$ cat config.mk
export PLATFORM = sky130hd
export DESIGN_NAME = vga_mode_ctrl
export DESIGN_NICKNAME = d
export VERILOG_FILES = /design/src/rtl/vga_pkg.sv /design/src/rtl/ps2_cmd_decode.sv /design/src/rtl/vga_mode_ctrl.sv
export SDC_FILE = /design/constraint.sdc
export NUM_CORES = 1
export LEC_CHECK = 0
export ABC_AREA = 1
export CORE_MARGIN = 2
export CORE_UTILIZATION = 53
export CTS_CLUSTER_SIZE = 20
export DETAILED_ROUTE_END_ITERATION = 7
export PLACE_DENSITY = 0.79
export SYNTH_ARGS = -nofsm -noshare
export SYNTH_HDL_FRONTEND = slang
export SYNTH_HIERARCHICAL = 1
export SYNTH_SLANG_ARGS = --single-unit
$ cat constraint.sdc
create_clock -name vga_clk -period 1.6 [get_ports vga_clk]
set_input_delay 0.16 -clock vga_clk [delete_from_list [all_inputs] [get_ports vga_clk]]
set_output_delay 0.16 -clock vga_clk [all_outputs]
set_load 0.1 [all_outputs]
$ cat src/rtl/vga_pkg.sv
// vga_pkg: shared colour, scancode, display-mode and prefix-state definitions
// for the VGA mode scheduler.
package vga_pkg;
  localparam logic [11:0] BLACK = 12'h000;
  localparam logic [11:0] GREEN = 12'h080;
  localparam logic [11:0] RED   = 12'hF00;
  localparam logic [11:0] BLUE  = 12'h00F;
  localparam logic [11:0] WHITE = 12'hFFF;
  localparam logic [7:0] SC_BREAK = 8'hF0;
  localparam logic [7:0] SC_EXT   = 8'hE0;
  localparam logic [7:0] SC_1     = 8'h16;
  localparam logic [7:0] SC_2     = 8'h1E;
  localparam logic [7:0] SC_3     = 8'h26;
  localparam logic [7:0] SC_4     = 8'h25;
  localparam logic [7:0] SC_A     = 8'h1C;
  localparam logic [7:0] SC_R     = 8'h2D;
  typedef enum logic [1:0] {MODE_BARS, MODE_SOLID, MODE_GRAD, MODE_CHECK} mode_t;
  typedef enum logic [1:0] {ST_IDLE, ST_BRK, ST_EXT, ST_EXT_BRK} ps2_state_t;
  function automatic logic [11:0] color_lut(input logic [1:0] idx);
    return idx == 2'd0 ? GREEN : idx == 2'd1 ? RED : idx == 2'd2 ? BLUE : WHITE;
  endfunction
endpackage

$ cat src/rtl/ps2_cmd_decode.sv
// ps2_cmd_decode: PS/2 set-2 prefix tracker with frame-based timeout; turns
// make codes seen in IDLE into one-cycle command strobes.
module ps2_cmd_decode
  import vga_pkg::*;
(
  input  logic       vga_clk,
  input  logic       rst_n,
  input  logic       i_key_valid,
  input  logic [7:0] i_key_code,
  input  logic       i_frame_start,
  output logic       o_set_mode,
  output mode_t      o_mode_val,
  output logic       o_tog_auto,
  output logic       o_step_color
);
  ps2_state_t r_state;
  logic       r_tmo;
  logic       w_idle_key;
  assign w_idle_key   = i_key_valid && r_state == ST_IDLE;
  assign o_set_mode   = w_idle_key && (i_key_code == SC_1 || i_key_code == SC_2 ||
                                       i_key_code == SC_3 || i_key_code == SC_4);
  assign o_mode_val   = i_key_code == SC_2 ? MODE_SOLID :
                        i_key_code == SC_3 ? MODE_GRAD  :
                        i_key_code == SC_4 ? MODE_CHECK : MODE_BARS;
  assign o_tog_auto   = w_idle_key && i_key_code == SC_A;
  assign o_step_color = w_idle_key && i_key_code == SC_R;
  // r_tmo marks one frame boundary seen since the last byte while mid-prefix
  always_ff @(posedge vga_clk or negedge rst_n) begin
    if (!rst_n) begin
      r_state <= ST_IDLE;
      r_tmo   <= 1'b0;
    end else if (i_key_valid) begin
      r_tmo   <= 1'b0;
      r_state <= r_state == ST_IDLE ? (i_key_code == SC_BREAK ? ST_BRK :
                                       i_key_code == SC_EXT   ? ST_EXT : ST_IDLE) :
                 r_state == ST_EXT  ? (i_key_code == SC_BREAK ? ST_EXT_BRK : ST_IDLE) :
                 ST_IDLE;
    end else if (i_frame_start && r_state != ST_IDLE) begin
      r_tmo <= !r_tmo;
      if (r_tmo) r_state <= ST_IDLE;
    end
  end
endmodule

$ cat src/rtl/vga_mode_ctrl.sv
// vga_mode_ctrl: holds decoded display commands in shadow registers and
// applies them atomically at frame_start, with optional pattern auto-cycling.
module vga_mode_ctrl
  import vga_pkg::*;
#(
  parameter int FRAMES_PER_STEP = 60,
  parameter int FCNT_W          = 12
) (
  input  logic        vga_clk,
  input  logic        rst_n,
  input  logic        key_valid,
  input  logic [7:0]  key_code,
  input  logic        frame_start,
  output logic [1:0]  mode,
  output logic [11:0] solid_color,
  output logic        auto_en,
  output logic        cmd_pending
);
  logic              w_set_mode, w_tog_auto, w_step_color, w_cmd, w_step;
  mode_t             w_mode_val, w_auto_mode;
  mode_t             r_mode, r_sh_mode;
  logic [1:0]        r_sh_cidx;
  logic              r_sh_auto, r_auto, r_pending, r_man;
  logic [11:0]       r_color;
  logic [FCNT_W-1:0] r_fcnt;
  ps2_cmd_decode u_dec (
    .vga_clk      (vga_clk),
    .rst_n        (rst_n),
    .i_key_valid  (key_valid),
    .i_key_code   (key_code),
    .i_frame_start(frame_start),
    .o_set_mode   (w_set_mode),
    .o_mode_val   (w_mode_val),
    .o_tog_auto   (w_tog_auto),
    .o_step_color (w_step_color)
  );
  assign w_cmd       = w_set_mode | w_tog_auto | w_step_color;
  assign w_step      = r_auto && r_fcnt == FCNT_W'(FRAMES_PER_STEP - 1);
  assign w_auto_mode = mode_t'(r_mode + 2'd1);
  assign mode        = r_mode;
  assign solid_color = r_color;
  assign auto_en     = r_auto;
  assign cmd_pending = r_pending;
  // Apply uses the shadow as it stood before this cycle; same-cycle commands roll to the next frame
  always_ff @(posedge vga_clk or negedge rst_n) begin
    if (!rst_n) begin
      r_mode    <= MODE_BARS;
      r_sh_mode <= MODE_BARS;
      r_sh_cidx <= 2'd0;
      r_sh_auto <= 1'b0;
      r_auto    <= 1'b0;
      r_color   <= GREEN;
      r_pending <= 1'b0;
      r_man     <= 1'b0;
      r_fcnt    <= '0;
    end else begin
      r_sh_cidx <= r_sh_cidx + 2'(w_step_color);
      r_sh_auto <= r_sh_auto ^ w_tog_auto;
      r_man     <= w_set_mode | (r_man & !frame_start);
      r_pending <= w_cmd | (r_pending & !frame_start);
      if (w_set_mode) r_sh_mode <= w_mode_val;
      else if (frame_start && !r_man && w_step) r_sh_mode <= w_auto_mode;
      if (frame_start) begin
        r_mode  <= (!r_man && w_step) ? w_auto_mode : r_sh_mode;
        r_color <= color_lut(r_sh_cidx);
        r_auto  <= r_sh_auto;
        r_fcnt  <= (!r_auto || r_sh_auto != r_auto || w_step) ? '0 : r_fcnt + FCNT_W'(1);
      end
    end
  end
endmodule
==> out/metrics.yaml <==
status: "complete, no violations"
wl_per_cell_um: 10.9
synth_nets: 262
slew_violations: 0
synthMuxAreaShare_pct: 0
worstPathMaxFanout: 8
grt_max_degree: 30
hold_path_class: "in -> async"
worst_ep_required_time_ps: 1830
cts_hold_buf: 0
place_area_um2: 2300
placementRows: 21
final_cell_area_um2: 2360
synthXorXnorAreaFrac_pct: 3.93
yosys-top-cells-area: "dfrtp_1, nand2_1, nor2_1, inv_1, nand3_1"
synth_compound_area_share_pct: 4.00
root_buffer: "clkbuf_4"
synth.most_common_cell: "nand2_1"
drtAntennaViolNets: 0
grt_use_total_pct: 21.8
synth_top_family_by_area: "simple AND/OR/NAND/NOR gates"
post-route-min-period_ps: 1440
maxSlewHeadroom_pct: 73.6
n_antenna_cell: 0
grt_pass1_wl_um: 6120
drive_gt1_share_pct: 20.6
first_pass_iters: 4
synth_area_um2: 1780
setup_viol: 0
max_cap_violations: 0
yosys.area_share.simple_pct: 35.7
routed_wl_um: 3560
post-route-period-util_pct: 89.9
yosysWarnings: 6
clkSlewWorstSetupHoldPaths_ps: 90
cp-end-kind: "flip-flop"
ctsHtreeMaxLevel: 2
max_freq_ghz: 0.696
antenna_found_initial: 0
ir_drop_v: 0.000367
cts.sinks: 29
reg2reg_slack_ps: 160
die_w_um: 62.0
pre_cts_ws_ps: -140
grt_overflow: 0
synthAdderAreaFrac_pct: 4.21
final_util_pct: 71.8
synthArstFlopShare_pct: 100
cp-start-kind: "flip-flop"
seq_area_frac_synth_pct: 40.8
dieArea_um2: 3840
vias_per_cell: 4.94
core_area_um2: 3280
vias: 1620
dpl.hpwl_um: 2780
cts_tree: "done"
io_pins: 28
rr_worst_depth: 10
syn-mean-instance-area_um2: 7.30
grt_pass1_vias: 1507
cp.arrival_ps: 1670
synthCells: 244
yosys.area.top_type: "dfrtp_1"
r2r_end: "r_fcnt[10]$_DFFE_PN0P_"
worst_hold_slack_ps: 191
drt_iter0_markers: 89
path_class: "reg -> reg"
p_leak_nw: 1.17
setup_ws_ps: 162
initial_core_util_pct: 54.2
die_h_um: 62.0
nets: 299
synth_ff_type: "dfrtp_1"
area_growth_pct: 32.4
cts_made_buffers: 5
rsz0062_at_grt: "no"
hold_violations: 0
route.detailed.drc: 0
insertion_delay_ps: 340
synth_edf_count: 0
synth-seq-cells: 29
synth_commonest_cells: "nand2_1, nor2_1, inv_1, dfrtp_1, nand3_1"
port_buffers: 27
ys_types: 26
worst_pin_slew_ps: 396
power_density_nw_per_um2: 858
clockBufferDepth: 2
r2r_start: "r_fcnt[0]$_DFFE_PN0P_"
skew_ps: 10.8
fin_tns_setup_ps: 0
place_congestion: 0.950
synth_top_area_share_pct: 39.3
-- stage by stage --
step | instances | power, W
floorplan | 244 | 0.00129
global placement | 320 | 0.00156
detailed placement | 320 | 0.00157
CTS | 328 | 0.00204
global route | 328 | 0.00212
finish | 328 | 0.00203
-- worst max-delay path by stage --
stage	from	to	slack [ps]	cells after the start
CTS	r_fcnt[0]$_DFFE_PN0P_	r_fcnt[6]$_DFFE_PN0P_	160	10
global route	r_fcnt[0]$_DFFE_PN0P_	r_fcnt[7]$_DFFE_PN0P_	7	10
global placement	key_code[3]	cmd_pending$_DFF_PN0_	-80	9
finish	r_fcnt[0]$_DFFE_PN0P_	r_fcnt[10]$_DFFE_PN0P_	160	10
detailed placement	key_code[4]	r_sh_mode[1]$_DFFE_PN0P_	-140	11
floorplan	solid_color[10]$_DFFE_PN0P_	solid_color[10]	70	1
-- placed cells by master, fill, tap and decap left out, types with 2 or more instances in the layout --
cell type	Yosys	layout
nor3_1	4	4
clkbuf_1	0	2
buf_12	0	16
nand2_2	5	5
dfrtp_1	28	27
o21ai_1	2	2
clkdlybuf4s50_1	0	11
nand4_1	4	4
xor2_1	7	7
o21ai_0	9	9
buf_4	8	13
ha_1	6	6
nor2_2	7	8
inv_1	31	31
clkbuf_4	0	5
nand2_1	66	66
nor2_1	32	31
inv_2	3	3
nand3_1	20	20
-- worst max-delay path, stage by stage (launching register included) --
cell,delay (ps)
dfrtp_1,400
ha_1,180
inv_1,40
nor2_1,70
nand2_1,70
nor2_2,170
nand2_2,80
nand2_2,70
nand2_2,70
clkinv_2,120
nor2_1,60
-- metal layers --
metal  vias to the layer above  global-route usage, %  share of wire (%)
met5                         -                      0                  0
met4                         0                   10.3                2.0
met3                         7                   4.97                6.0
met2                        51                   38.2                 50
met1                       742                   24.9                 42
li1                        820                      -                  -
-- power breakdown --
| group | leakage, nW | internal [W] | switching (W) |
|---|---|---|---|
| clock network | 0.0326 | 0.000216 | 0.000258 |
| logic | 0.745 | 0.000254 | 0.000451 |
| registers | 0.395 | 0.000779 | 0.0000662 |
| total | 1.17 | 0.00125 | 0.000776 |
-- sequential cells by signal, indices dropped and copies added (netlist names), 2 cells and up --
register	cells
mode	2
r_fcnt	12
r_sh_cidx	2
r_sh_mode	2
solid_color	4
u_dec/r_state	2
-- cells by family (layout without fill, tap and decap cells) --
logic type      after synthesis  count (layout)
flops                        29              29
simple gates                143             143
xor+xnor                      8               8
buf+inv                      45              83
compound gates               13              13
fa+ha+maj                     6               6
-- cell type report --
| class | count | area [µm²] |
|---|---|---|
| fill | 254 | 925 |
| multi-input combinational | 170 | 855 |
| sequential | 29 | 728 |
| timing repair buffer | 40 | 528 |
| inverter | 35 | 133 |
| clock buffer | 8 | 58.8 |
| tap | 46 | 57.6 |
-- repair_timing --
item                                    in CTS  in global routing
endpoints found under the setup margin       0                  2
setup buffers                                0                  0
gates resized for setup                      0                  1
(Power assumes the default switching activity.)
